$ cat config.mk
export PLATFORM = sky130hd
export DESIGN_NAME = alu_pipe
export DESIGN_NICKNAME = d
export VERILOG_FILES = /design/src/rtl/alu_pkg.sv /design/src/rtl/alu_mul_seq.sv /design/src/rtl/alu_pipe.sv
export SDC_FILE = /design/constraint.sdc
export NUM_CORES = 1
export LEC_CHECK = 0
export ABC_AREA = 1
export CORE_MARGIN = 3
export CORE_UTILIZATION = 31
export CTS_CLUSTER_DIAMETER = 120
export DETAILED_ROUTE_END_ITERATION = 10
export GPL_TIMING_DRIVEN = 0
export PLACE_DENSITY_LB_ADDON = 0.2
export SLEW_MARGIN = 20
export SYNTH_ARGS = -nofsm -noshare
export SYNTH_HDL_FRONTEND = slang
export SYNTH_SLANG_ARGS = --single-unit
$ cat constraint.sdc
create_clock -name clk -period 2.05 [get_ports clk]
set_clock_uncertainty 0.05 [all_clocks]
set_input_delay 0.3075 -clock clk [delete_from_list [all_inputs] [get_ports clk]]
set_output_delay 0.3075 -clock clk [all_outputs]
set_load 0.01 [all_outputs]
$ cat src/rtl/alu_pkg.sv
// Shared types for the handshaked ALU: opcode encoding, FSM states, opcode width.
package alu_pkg;
    localparam int OPW = 4;

    typedef enum logic [OPW-1:0] {
        OP_ADD  = 4'b1101,
        OP_AND  = 4'b1001,
        OP_MUL  = 4'b0101,
        OP_NOT  = 4'b0001,
        OP_NAND = 4'b1100,
        OP_SUB  = 4'b0010,
        OP_XNOR = 4'b0011,
        OP_NOR  = 4'b0110
    } alu_op_e;

    typedef enum logic [1:0] {
        IDLE,
        BUSY,
        FULL
    } alu_state_e;
endpackage

$ cat src/rtl/alu_mul_seq.sv
// Unsigned WIDTH x WIDTH shift-add multiplier. Bit 0 is folded in on the start
// edge so the product is ready WIDTH-1 edges later and done is high in that cycle.
module alu_mul_seq
    import alu_pkg::*;
#(
    parameter int WIDTH = 4
) (
    input  logic                 clk,
    input  logic                 rst_n,
    input  logic                 start,
    input  logic [WIDTH-1:0]     a,
    input  logic [WIDTH-1:0]     b,
    output logic                 done,
    output logic [2*WIDTH-1:0]   product
);
    localparam int CW = $clog2(WIDTH + 1);

    logic [2*WIDTH-1:0] acc_q, acc_d;
    logic [2*WIDTH-1:0] mcand_q, mcand_d;
    logic [WIDTH-1:0]   mplier_q, mplier_d;
    logic [CW-1:0]      cnt_q, cnt_d;
    logic               run_q, run_d;

    assign done    = run_q && (cnt_q == CW'(WIDTH));
    assign product = acc_q;

    always_comb begin
        acc_d    = acc_q;
        mcand_d  = mcand_q;
        mplier_d = mplier_q;
        cnt_d    = cnt_q;
        run_d    = run_q;
        if (start) begin
            acc_d    = b[0] ? {{WIDTH{1'b0}}, a} : '0;
            mcand_d  = {{(WIDTH-1){1'b0}}, a, 1'b0};
            mplier_d = b >> 1;
            cnt_d    = CW'(1);
            run_d    = 1'b1;
        end else if (run_q) begin
            if (done) begin
                run_d = 1'b0;
            end else begin
                if (mplier_q[0]) acc_d = acc_q + mcand_q;
                mcand_d  = mcand_q << 1;
                mplier_d = mplier_q >> 1;
                cnt_d    = cnt_q + 1'b1;
            end
        end
    end

    always_ff @(posedge clk or negedge rst_n) begin
        if (!rst_n) begin
            acc_q    <= '0;
            mcand_q  <= '0;
            mplier_q <= '0;
            cnt_q    <= '0;
            run_q    <= 1'b0;
        end else begin
            acc_q    <= acc_d;
            mcand_q  <= mcand_d;
            mplier_q <= mplier_d;
            cnt_q    <= cnt_d;
            run_q    <= run_d;
        end
    end
endmodule

$ cat src/rtl/alu_pipe.sv
// Handshaked ALU: single-cycle ops plus an iterative multiply, with one registered
// result slot between the operand source and the result sink.
module alu_pipe
    import alu_pkg::*;
#(
    parameter int WIDTH = 4
) (
    input  logic                     clk,
    input  logic                     rst_n,
    input  logic [OPW+2*WIDTH-1:0]   in,
    input  logic                     in_valid,
    output logic                     in_ready,
    output logic [WIDTH-1:0]         out,
    output logic                     sign,
    output logic                     carr,
    output logic                     zero,
    output logic                     out_valid,
    input  logic                     out_ready
);
    logic [OPW-1:0]     op;
    logic [WIDTH-1:0]   a, b;
    logic               is_mul, accept;
    logic               mul_start, mul_done;
    logic [2*WIDTH-1:0] mul_prod;

    logic [WIDTH:0]     sum;
    logic [WIDTH-1:0]   res;
    logic               res_s, res_c;

    alu_state_e         state_q, state_d;
    logic [WIDTH-1:0]   out_q, out_d;
    logic               sign_q, sign_d, carr_q, carr_d, zero_q, zero_d;

    assign op = in[OPW+2*WIDTH-1 -: OPW];
    assign b  = in[2*WIDTH-1 -: WIDTH];
    assign a  = in[WIDTH-1:0];

    assign is_mul    = (op == OP_MUL);
    // Ready depends only on state and the sink, never on in_valid.
    assign in_ready  = rst_n && ((state_q == IDLE) || ((state_q == FULL) && out_ready));
    assign accept    = in_valid && in_ready;
    assign mul_start = accept && is_mul;

    assign out_valid = (state_q == FULL);
    assign out       = out_q;
    assign sign      = sign_q;
    assign carr      = carr_q;
    assign zero      = zero_q;

    alu_mul_seq #(.WIDTH(WIDTH)) u_mul (
        .clk     (clk),
        .rst_n   (rst_n),
        .start   (mul_start),
        .a       (a),
        .b       (b),
        .done    (mul_done),
        .product (mul_prod)
    );

    always_comb begin
        res   = '0;
        res_s = 1'b0;
        res_c = 1'b0;
        sum   = {1'b0, a} + {1'b0, b};
        case (op)
            OP_ADD:  begin res = sum[WIDTH-1:0]; res_c = sum[WIDTH]; end
            OP_AND:  res = a & b;
            OP_NOT:  res = ~a;
            OP_NAND: res = ~(a & b);
            OP_SUB:  begin
                if (b > a) begin
                    res   = b - a;
                    res_s = 1'b1;
                end else begin
                    res = a - b;
                end
            end
            OP_XNOR: res = ~(a ^ b);
            OP_NOR:  res = ~(a | b);
            default: res = '0;
        endcase
    end

    always_comb begin
        state_d = state_q;
        out_d   = out_q;
        sign_d  = sign_q;
        carr_d  = carr_q;
        zero_d  = zero_q;
        case (state_q)
            IDLE:    if (accept) state_d = is_mul ? BUSY : FULL;
            BUSY:    if (mul_done) state_d = FULL;
            FULL:    if (out_ready) state_d = accept ? (is_mul ? BUSY : FULL) : IDLE;
            default: state_d = IDLE;
        endcase
        // zero is only recomputed when a new result is loaded.
        if (accept && !is_mul) begin
            out_d  = res;
            sign_d = res_s;
            carr_d = res_c;
            zero_d = (res == '0) && !res_c;
        end else if ((state_q == BUSY) && mul_done) begin
            out_d  = mul_prod[WIDTH-1:0];
            sign_d = 1'b0;
            carr_d = |mul_prod[2*WIDTH-1:WIDTH];
            zero_d = (mul_prod[WIDTH-1:0] == '0) && !(|mul_prod[2*WIDTH-1:WIDTH]);
        end
    end

    always_ff @(posedge clk or negedge rst_n) begin
        if (!rst_n) begin
            state_q <= IDLE;
            out_q   <= '0;
            sign_q  <= 1'b0;
            carr_q  <= 1'b0;
            zero_q  <= 1'b0;
        end else begin
            state_q <= state_d;
            out_q   <= out_d;
            sign_q  <= sign_d;
            carr_q  <= carr_d;
            zero_q  <= zero_d;
        end
    end
endmodule

After elaboration in Yosys (flattened, before gate mapping). Index checks and enable logic that the tools add are counted.

Bits in registers: 33. Input bits: 16. Output and inout port bits: 9.

$add $sub $neg: 5. Magnitude comparators: 1. Equality and inequality tests: 15. Multiplexer cells: 36. Bitwise operators: 7. Reduce and logical (&&, ||, !) cells: 23.

Operator list (count): two-way mux 8 bit (7); two-way mux 4 bit (7); case mux 4 bit (7 select lines) (1); NOT 4 bit (4); equality test 4 bit (second input constant) (3); two-way mux 1 bit (12); two-way mux 2 bit (5); logical AND 1 bit (9); two-way mux 3 bit (3); adder 8 bit (1); equality test 4 x 2 -> 1 bit (second input constant) (2); equality test 4 x 3 -> 1 bit (second input constant) (2); logical NOT 4 bit (2); subtractor 4 bit (2); inequality test 2 bit (second input constant) (3); case mux 2 bit (3 select lines) (1); AND reduction 3 bit (2); nonzero test 2 bit (3); adder 4 x 4 -> 5 bit (1); AND 4 bit (1); equality test 4 x 1 -> 1 bit (second input constant) (1); greater-than comparator 4 bit (1); OR 4 bit (1); OR reduction 4 bit (1); other kinds (10) (12).

Depth between registers and ports, before layout. Gate-level depths: netlist of run 1.

Word-level depth: 8. Mapped depth: 14. Depth with buffers taken out: 14.

By module. Synthesis of run 1 repeated with hierarchy kept, for this count alone.

Cell total of the unflattened synthesis: 347. Area total of the unflattened synthesis: 2568.7 um2.

By module, submodules not included: alu_pipe (times used 1, cells an instance 205, area an instance 1321.3 um2, sequential area each 225.2 um2); alu_mul_seq (times used 1, cells an instance 142, area an instance 1247.4 um2, sequential area each 550.5 um2).

Worst setup path before layout of run 1. No wires, ideal clock.

Path kind: in2reg. Start: in in[4]. End: reg zero_q, in the netlist zero. Arrival time: 1.689 ns. Setup slack: 0.234 ns. Cell stages on the path: 14. Buffers on the path: 0. Cell sequence: inv_1 ha_1 fa_1 inv_1 nand2_1 nand2_1 nand3_1 nand2_1 inv_1 nand2_1 nand2_1 nor2_1 nand3_1 a21oi_1.

Longest elaborated chain between the ends: 6.

RTL lines: start, declared (line alu_pipe.sv:10) `input logic [OPW+2*WIDTH-1:0] in,`; subtractor 4 bit, or another cell as far along (line alu_pipe.sv:75) `res = a - b;`; two-way mux 4 bit, or another cell as far along (line alu_pipe.sv:71) `if (b > a) begin`; case mux 4 bit (7 select lines) (line alu_pipe.sv:65) `case (op)`; logical NOT 4 bit (line alu_pipe.sv:101) `zero_d = (res == '0) && !res_c;`; logical AND 1 bit (*) (line alu_pipe.sv:101); two-way mux 1 bit (*) (line alu_pipe.sv:97) `if (accept && !is_mul) begin`; end signal, assigned (line alu_pipe.sv:122) `zero_q <= zero_d;`; end, declared (line alu_pipe.sv:32) `logic sign_q, sign_d, carr_q, carr_d, zero_q, zero_d;`.

Every way passes the cells marked *; elsewhere a longest branch is shown, timed or not. A chain may end at the register's enable or synchronous reset.

Final worst setup path of run 1.
Start: in in[0]. End: reg zero_q, in the netlist zero.

The elaborated chain is that of the path after synthesis.

==> results of run 1 <==
==> cell usage after synthesis (3+ instances only) <==
master	count
a21oi_1	16
buf_6	4
dfrtp_1	31
fa_1	4
ha_1	23
inv_1	42
inv_2	6
nand2_1	78
nand3_1	36
nand3b_1	3
nor2_1	31
nor2_4	3
o21ai_0	14
o21ai_2	3
o31ai_1	3
xor2_1	4
==> per-stage QoR <==
stage / hold WS [ps] / setup slack (ps) / cells
after global placement: 409.9 / -1131 / 460
after CTS: 1.225 / 16.20 / 471
after floorplan: -38.09 / 234.0 / 334
after detailed placement: 167.4 / -772.7 / 461
final: -8.511 / 108.9 / 471
after global routing: 0.8108 / 11.25 / 471
==> worst reg2reg max path: stages, from the launching register on <==
cell,delay (ps)
dfrtp_1,360
inv_1,80
ha_1,190
nand2_1,70
inv_1,60
nor2_4,210
inv_1,100
o21ai_2,300
inv_1,150
nand2_1,80
o21ai_0,70
==> layout make-up <==
cell class                      instances  area [µm²]  share of cell area [%]
Buffer                                  6       55.05                   1.803
Clock buffer                            5       68.82                   2.254
Clock inverter                          3       15.01                  0.4918
Inverter                               50       190.2                   6.229
Multi-Input combinational cell        247        1554                   50.90
Sequential cell                        31       775.7                   25.41
Tap cell                              102       127.6                   4.180
Timing Repair Buffer                   27       266.5                   8.730
==> where the power goes <==
group | leakage (nW) | internal, mW | switching [mW]
Combinational | 1.03 | 0.442 | 0.572
Clock | 0.0477 | 0.232 | 0.220
Sequential | 0.400 | 0.813 | 0.147
==> sequential cells by signal, indices dropped and copies added (netlist names) <==
signal / cells
u_mul.run_q: 1
out: 4
u_mul.cnt_q: 3
state_q: 2
carr: 1
u_mul.product: 8
zero: 1
u_mul.mplier_q: 3
sign: 1
u_mul.mcand_q: 7
==> repair_timing <==
action	CTS	global route
pin swaps	2	1
setup endpoints to repair	5	4
gates resized for setup	20	13
hold buffers	1	0
setup buffers	1	0
endpoints found under the hold margin	9	0
==> cell families after synthesis <==
| family | Yosys count | share of synthesized area, % |
|---|---|---|
| xor gates and xnor gates | 4 | 1.386 |
| adders and majority gates | 27 | 14.55 |
| AOI/OAI and AO/OA | 50 | 12.28 |
| and+or+nand+nor | 166 | 31.39 |
| buffers and inverters | 56 | 9.703 |
| DFF | 31 | 30.69 |
==> per-layer routing <==
metal | wire, µm | up-vias
met3 | 283 | 2
met1 | 2961 | 1040
met2 | 2733 | 47
met5 | 0 | -
li1 | - | 1165
met4 | 19 | 0
==> worst max-delay path by stage <==
stage | cells after the start | slack (ps) | from | end
floorplan | 14 | 230 | in[4] | zero
global placement | 4 | -1130 | rst_n | in_ready
detailed placement | 12 | -770 | in[1] | zero
CTS | 15 | 20 | in[4] | zero
global route | 14 | 10 | in[0] | zero
finish | 13 | 110 | in[0] | zero
==> flow_metrics.env, run 1 <==
export IMPL_status="complete, but fails checks"
export IMPL_violations="hold timing"
export IMPL_grt_overflow=0
export IMPL_ys_seq_area_share_pct=30.69
export IMPL_finalCriticalPeriod_ps=1941
export IMPL_crit_family="simple AND/OR/NAND/NOR gates"
export IMPL_viasPerCell=4.786
export IMPL_antenna_found_initial=0
export IMPL_critPathKind="input pin to flip-flop"
export IMPL_synth_nets=377
export IMPL_r2r_end="u_mul.product[7]"
export IMPL_use_met1_pct=19.95
export IMPL_grtUsageMet2_pct=22.71
export IMPL_synth_seq_cells=31
export IMPL_r2r_slack_ps=200
export IMPL_wl_per_cell_um=12.73
export IMPL_grt_pass1_vias=2119
export IMPL_die_area_um2=9273
export IMPL_final_cell_mix="nand2_1 (77), inv_1 (37), nand3_1 (35)"
export IMPL_tns_ps=0
export IMPL_grt_first_pass_wirelength_mm=10.10
export IMPL_period_share_pct=94.69
export IMPL_max_freq_mhz=515.2
export IMPL_crit_chain="dlygate4sd2_1, ha_2, fa_1, inv_1, nand2_1, nand2_2, nand3_4, nor2_2, nand3_1, nand2_1, nor2_4, nand3_1, a21oi_1"
export IMPL_cp_arrival_ps=2050
export IMPL_rows=32
export IMPL_grtUsageTotal_pct=14.02
export IMPL_met3_usage_pct=2.111
export IMPL_coreArea_um2=7807
export IMPL_syn_avg_cell_area_um2=7.567
export IMPL_num_antenna_cells=0
export IMPL_numPortBuffers=24
export IMPL_clk_pin_slew_worst_paths_ps=70
export IMPL_drtAntennaViolNets=0
export IMPL_cts_buffer_depth=2
export IMPL_yosys_area_top_type_share_pct=30.69
export IMPL_synth_cell_types=37
export IMPL_drive_gt1_share_pct=16.26
export IMPL_final_common_cell="nand2_1"
export IMPL_firstDrtPassIters=4
export IMPL_worst_setup_path_end_kind="flip-flop"
export IMPL_worst_ir_drop_vdd_mv=0.3134
export IMPL_r2r_start="u_mul.cnt_q[0]"
export IMPL_synth_area_leader_cell="dfrtp_1"
export IMPL_final_hold_viol_count=11
export IMPL_cts_sinks=31
export IMPL_fin_area_um2=3053
export IMPL_wirelength_mm=5.997
export IMPL_required_ps=2160
export IMPL_ios=25
export IMPL_hold_ws_ps=-8.511
export IMPL_dpl_cell_area_um2=2918
export IMPL_cpPeakStageDelay_ps=370
export IMPL_syn_inst=334
export IMPL_crit_fanout=3
export IMPL_synth_area_top_cells="dfrtp_1 (31%), nand2_1 (12%), ha_1 (11%)"
export IMPL_setup_viol=0
export IMPL_top_usage_layer="met2"
export IMPL_fin_util_pct=39.10
export IMPL_drc=0
export IMPL_hpwl_mm=4.840
export IMPL_ff2ff_path_depth=10
export IMPL_drt_iter0_drc=114
export IMPL_powerDensity_nw_per_um2=794.4
export IMPL_die_h_um=96.30
export IMPL_netlist_area_um2=2527
export IMPL_start_kind="input pin"
export IMPL_grt_max_degree=23
export IMPL_p_leak_nw=1.478
export IMPL_yosysWarnings=0
export IMPL_tritoncts="done"
export IMPL_timing_slew_headroom_pct=64.99
export IMPL_clkLatencyLatePin_ps=280
export IMPL_start_util_pct=32.37
export IMPL_cts_buffers=5
export IMPL_finalNetCount=411
export IMPL_slew_violations=0
export IMPL_fillers=829
export IMPL_area_delta_synth_final_pct=20.79
export IMPL_synthFlopType="dfrtp_1"
export IMPL_synth_edf_count=0
export IMPL_die_w_um=96.30
export IMPL_async_reset_ff_share_pct=100.0
export IMPL_worst_slew_pin_slew_ps=523.2
export IMPL_cts_root_buffer_cell="clkbuf_8"
export IMPL_min_path_type="input pin to async pin"
export IMPL_cap_viol_max_count=0
export IMPL_rsz0062_at_grt="no"
export IMPL_cts_htree_levels=2
export IMPL_vias=2254
export IMPL_gp_congestion=0.8662
export IMPL_total_power_mw=2.425
export IMPL_crit_slowest_cell="fa_1"
export IMPL_critPathBufInv=2
Note: power is estimated with default switching activity, not from simulation.
==> run 2, diff against run 1 <==
Settings changed: MAX_ROUTING_LAYER from default to met4, TNS_END_PERCENT from default to 30.
==> run 2 against run 1 <==
  * Clock power rose by 15%
  * Register-to-register slack worse by 20 ps
  * Critical endpoint unchanged
  * The run now ends clean
  * Total power increased by 3.0%
==> flow_metrics.env, run 2 (synthesized netlist as in run 1, its figures left out) <==
export IMPL_grt_max_degree=23
export IMPL_drt_iter0_drc=84
export IMPL_clk_pin_slew_worst_paths_ps=60
export IMPL_wl_per_cell_um=12.81
export IMPL_min_from="in[7]"
export IMPL_largest_reg_flops=8
export IMPL_powerDensity_nw_per_um2=810.7
export IMPL_comb_power_share_pct=40.7
export IMPL_hold_ws_ps=334.0
export IMPL_antenna_found_initial=0
export IMPL_grtUsageTotal_pct=14.52
export IMPL_start_kind="input pin"
export IMPL_ios=25
export IMPL_num_antenna_cells=0
export IMPL_firstDrtPassIters=4
export IMPL_die_h_um=96.30
export IMPL_r2r_start="u_mul.mcand_q[1]"
export IMPL_swShare_pct=37.33
export IMPL_intPower_mw=1.565
export IMPL_coreArea_um2=7807
export IMPL_cts_buffer_depth=2
export IMPL_holdPathEnd="u_mul.mplier_q[2]"
export IMPL_ff2ff_path_depth=11
export IMPL_grt_pass1_vias=2139
export IMPL_clkLatencyLatePin_ps=270
export IMPL_final_cell_mix="nand2_1 (78), inv_1 (38), nand3_1 (35)"
export IMPL_fin_area_um2=3080
export IMPL_seqPwrFrac_pct=38.5
export IMPL_drive_gt1_share_pct=15.45
export IMPL_gp_congestion=0.8819
export IMPL_finalCriticalPeriod_ps=1926
export IMPL_crit_fanout=3
export IMPL_die_area_um2=9273
export IMPL_final_hold_viol_count=0
export IMPL_status="finished, final reports clean"
export IMPL_setup_viol=0
export IMPL_numPortBuffers=24
export IMPL_drc=0
export IMPL_required_ps=2160
export IMPL_finalNetCount=411
export IMPL_slew_violations=0
export IMPL_timing_slew_headroom_pct=65.97
export IMPL_grt_first_pass_wirelength_mm=10.23
export IMPL_tritoncts="done"
export IMPL_max_freq_mhz=519.3
export IMPL_start_util_pct=32.37
export IMPL_hpwl_mm=4.850
export IMPL_die_w_um=96.30
export IMPL_vias=2230
export IMPL_area_delta_synth_final_pct=21.88
export IMPL_total_power_mw=2.497
export IMPL_r2r_end="u_mul.product[7]"
export IMPL_grt_overflow=0
export IMPL_cp_arrival_ps=2040
export IMPL_holdPathStages=3
export IMPL_min_path_type="input pin to flip-flop"
export IMPL_cts_htree_levels=2
export IMPL_period_share_pct=93.94
export IMPL_worst_slew_pin_slew_ps=508.6
export IMPL_cap_viol_max_count=0
export IMPL_wirelength_mm=6.033
export IMPL_worst_setup_path_end_kind="flip-flop"
export IMPL_cts_sinks=31
export IMPL_critPathKind="input pin to flip-flop"
export IMPL_p_leak_nw=1.488
export IMPL_cts_root_buffer_cell="clkbuf_8"
export IMPL_dpl_cell_area_um2=2918
export IMPL_cts_buffers=5
export IMPL_viasPerCell=4.735
export IMPL_fin_util_pct=39.46
export IMPL_p_clk_share_pct=20.8
export IMPL_r2r_slack_ps=180
export IMPL_worst_ir_drop_vdd_mv=0.2613
export IMPL_drtAntennaViolNets=0
export IMPL_p_sw_mw=0.9322
export IMPL_rows=32
export IMPL_final_common_cell="nand2_1"
[run 2: cell types whose count changed in the layout (fill, tap and decap cells not counted), sizes merged]
cell	previous run	this run
dlygate4sd2	3	2
clkbuf	7	10
dlymetal6s2s	0	1
dlygate4sd3	1	2
clkinv	5	2
buf	9	8
[run 2: per-layer routing]
metal	global-route usage (%)	part of all wire, %
met1	20.60	49
met2	22.31	46
met3	2.111	5.0
met4	2.453	0.35
met5	-	0
[run 2: how the worst max path moves through the flow]
stage,start,to,slack (ps)
floorplan,in[4],zero,230
global placement,rst_n,in_ready,-1120
detailed placement,in[1],zero,-770
CTS,in[4],zero,10
global route,in[11],zero,-3
finish,in[0],zero,120
[run 2: through the flow]
step                      setup slack (ps)  cells  setup TNS, ps
after global placement               -1121    460         -34330
after global routing                -2.877    471         -2.877
after CTS                            10.67    471              0
after floorplan                      234.0    334              0
final                                124.2    471              0
after detailed placement            -765.4    461          -3348
[run 2: timing repair]
action / CTS / global route
hold buffers: 2 / 0
pin swaps: 3 / 2
hold endpoints to repair: 9 / 0
buffers inserted: 1 / 0
resized for setup: 19 / 13
setup endpoints to repair: 5 / 5
[run 2: power by group through the flow]
stage               clock (mW)  sequential (mW)  combinational [mW]
finish                   0.518            0.963                1.02
global route             0.562            0.993                1.18
detailed placement           0            0.975                1.01
CTS                      0.539            0.965                1.02
global placement             0            0.971               0.987
floorplan                    0            0.943               0.731
[run 2: cell type report]
| class | instances | area [µm²] |
|---|---|---|
| tap | 102 | 127.6 |
| inverter | 50 | 190.2 |
| fill | 849 | 4727 |
| sequential | 31 | 775.7 |
| clock buffer | 8 | 100.1 |
| buffer | 5 | 50.05 |
| timing repair buffer | 28 | 280.3 |
| multi-input combinational | 247 | 1556 |
[run 2: worst max-delay path: stages]
cell and delay (ps):
dlygate4sd2_1 270, ha_2 200, fa_1 370, inv_1 60, nand2_1 60, nand2_1 90
nand3_2 100, nor2_2 170, nand3_1 100, nand2_1 110, nor2_4 60, nand3_1 70
a21oi_1 60
==> run 3, diff against run 2 <==
Settings changed: CAP_MARGIN from default to 30, PLACE_DENSITY_LB_ADDON 0.2 to default.
==> run 3 against run 2 <==
  * Total power down 1.7%
  * Register-to-register slack better by 30 ps
  * Maximum frequency is 0.73% lower
  * Utilization shrank 0.30 points
  * Count of clock-buffer cells in the layout shrank 1
  * Cell area down 0.77%
  * Sequential share of layout area grew 0.20 points
  * Highest routed layer unchanged
==> flow_metrics.env, run 3 (synthesized netlist as in run 1, its figures left out) <==
export IMPL_status="finished, final reports clean"
export IMPL_fin_util_pct=39.15
export IMPL_multi_input_area_um2=1546
export IMPL_p_sw_mw=0.9534
export IMPL_r2r_start="u_mul.cnt_q[0]"
export IMPL_crit_slowest_cell="clkdlybuf4s50_1"
export IMPL_grt_max_degree=18
export IMPL_die_w_um=96.30
export IMPL_critPathBufInv=3
export IMPL_wl_per_cell_um=12.90
export IMPL_crit_cells=11
export IMPL_crit_family="buffers and inverters"
export IMPL_path_common_cell="nand3_1"
export IMPL_cts_root_buffer_cell="clkbuf_8"
export IMPL_wirelength_mm=6.089
export IMPL_hold_ws_ps=316.3
export IMPL_seqPwrFrac_pct=39.1
export IMPL_clk_pin_slew_worst_paths_ps=60
export IMPL_grt_overflow=0
export IMPL_timing_slew_headroom_pct=48.41
export IMPL_worst_ir_drop_vdd_mv=0.4129
export IMPL_comb_power_share_pct=42.1
export IMPL_crit_chain="clkdlybuf4s50_1, inv_2, ha_4, buf_4, nand3_1, a21oi_1, nor2_1, nand3_1, nor2_1, nand3_1, a21oi_1"
export IMPL_holdPathStages=3
export IMPL_finalNetCount=412
export IMPL_ff2ff_path_depth=11
export IMPL_cts_buffer_depth=2
export IMPL_tritoncts="done"
export IMPL_fin_ws_ps=110.0
export IMPL_setup_viol=0
export IMPL_cts_buffers=5
export IMPL_ff_latch_area_um2=775.7
export IMPL_hpwl_mm=4.791
export IMPL_final_common_cell="nand2_1"
export IMPL_dp_slack_ps=-721.8
export IMPL_min_from="in[4]"
export IMPL_intPower_mw=1.501
export IMPL_ios=25
export IMPL_r2r_end="u_mul.product[4]"
export IMPL_area_delta_synth_final_pct=20.94
export IMPL_coreArea_um2=7807
export IMPL_cpPeakStageDelay_ps=520
export IMPL_largest_reg_flops=8
export IMPL_fin_area_um2=3057
export IMPL_start_kind="input pin"
export IMPL_final_cell_mix="nand2_1 (77), inv_1 (38), nand3_1 (35)"
export IMPL_p_leak_nw=1.474
export IMPL_grt_pass1_vias=2192
export IMPL_clkLatencyLatePin_ps=280
export IMPL_min_path_type="input pin to flip-flop"
export IMPL_holdPathEnd="u_mul.product[2]"
export IMPL_drt_iter0_drc=96
export IMPL_rows=32
export IMPL_slew_violations=0
export IMPL_start_util_pct=32.37
export IMPL_swShare_pct=38.85
export IMPL_cts_htree_levels=2
export IMPL_final_hold_viol_count=0
export IMPL_die_area_um2=9273
export IMPL_period_share_pct=94.63
export IMPL_grtUsageTotal_pct=14.35
export IMPL_vias=2306
export IMPL_gp_congestion=0.8837
export IMPL_critPathKind="input pin to flip-flop"
export IMPL_antenna_found_initial=0
export IMPL_r2r_slack_ps=210
export IMPL_crit_fanout=7
export IMPL_required_ps=2210
export IMPL_dpl_cell_area_um2=2918
export IMPL_grt_first_pass_wirelength_mm=10.21
export IMPL_cap_viol_max_count=0
export IMPL_viasPerCell=4.886
export IMPL_drtAntennaViolNets=0
export IMPL_drive_gt1_share_pct=14.86
export IMPL_fillers=828
export IMPL_die_h_um=96.30
export IMPL_cts_sinks=31
export IMPL_num_antenna_cells=0
export IMPL_p_clk_share_pct=18.9
export IMPL_powerDensity_nw_per_um2=802.8
export IMPL_finalCriticalPeriod_ps=1940
export IMPL_cp_arrival_ps=2100
export IMPL_worst_slew_pin_slew_ps=771.2
export IMPL_numPortBuffers=24
export IMPL_worst_setup_path_end_kind="flip-flop"
export IMPL_max_freq_mhz=515.5
export IMPL_drc=0
export IMPL_firstDrtPassIters=4
export IMPL_tns_ps=0
## run 3: changes by cell type in the layout (fill, tap and decap cells not counted), sizes merged
cell	previous run	this run
clkdlybuf4s18	1	0
clkbuf	10	9
dlymetal6s2s	1	0
buf	8	9
clkdlybuf4s15	2	3
clkdlybuf4s50	15	16
clkinv	2	3
## run 3: repair_timing
action / CTS / global route
hold buffers: 2 / 0
setup endpoints to repair: 5 / 4
cloned: 0 / 0
hold endpoints to repair: 14 / 0
resized for setup: 17 / 11
pin swaps: 1 / 4
buffers inserted: 0 / 2
## run 3: power by group through the flow
stage	clock network (mW)	logic, mW	registers [mW]
after detailed placement	0	1.01	0.972
after CTS	0.468	1.03	0.960
after global placement	0	0.976	0.966
after floorplan	0	0.731	0.943
final	0.463	1.03	0.959
after global routing	0.491	1.19	0.987
## run 3: final cells by class
class | count | share of cell area [%]
timing repair buffer | 29 | 9.333
multi-input combinational | 247 | 50.59
inverter | 50 | 6.222
clock buffer | 7 | 2.497
buffer | 5 | 1.637
clock inverter | 1 | 0.1637
sequential | 31 | 25.38
tap | 102 | 4.175
## run 3: tightest hold or removal path, cell delays in order
cell and delay, ps:
clkbuf_2 140, nand2_1 80, o221ai_1 70
## run 3: metrics by stage
step	power, mW	cells
2_1_floorplan	1.674	334
3_3_place_gp	1.942	460
3_5_place_dp	1.983	461
4_1_cts	2.453	470
5_1_grt	2.665	472
6_report	2.454	472
## run 3: worst max path at each step
| stage | start | to |
|---|---|---|
| after floorplan | in[4] | zero |
| after global placement | rst_n | in_ready |
| after detailed placement | in[4] | zero |
| after CTS | in[1] | zero |
| after global routing | in[0] | zero |
| final | in[7] | zero |
## run 3: metal layers
metal  global-route usage [%]  up-vias  part of all wire (%)
met2                    22.83       62                    46
li1                         -     1165                     -
met1                    19.83     1073                    49
met5                        -        -                     0
met3                    1.876        6                   4.5
met4                    2.453        0                  0.92
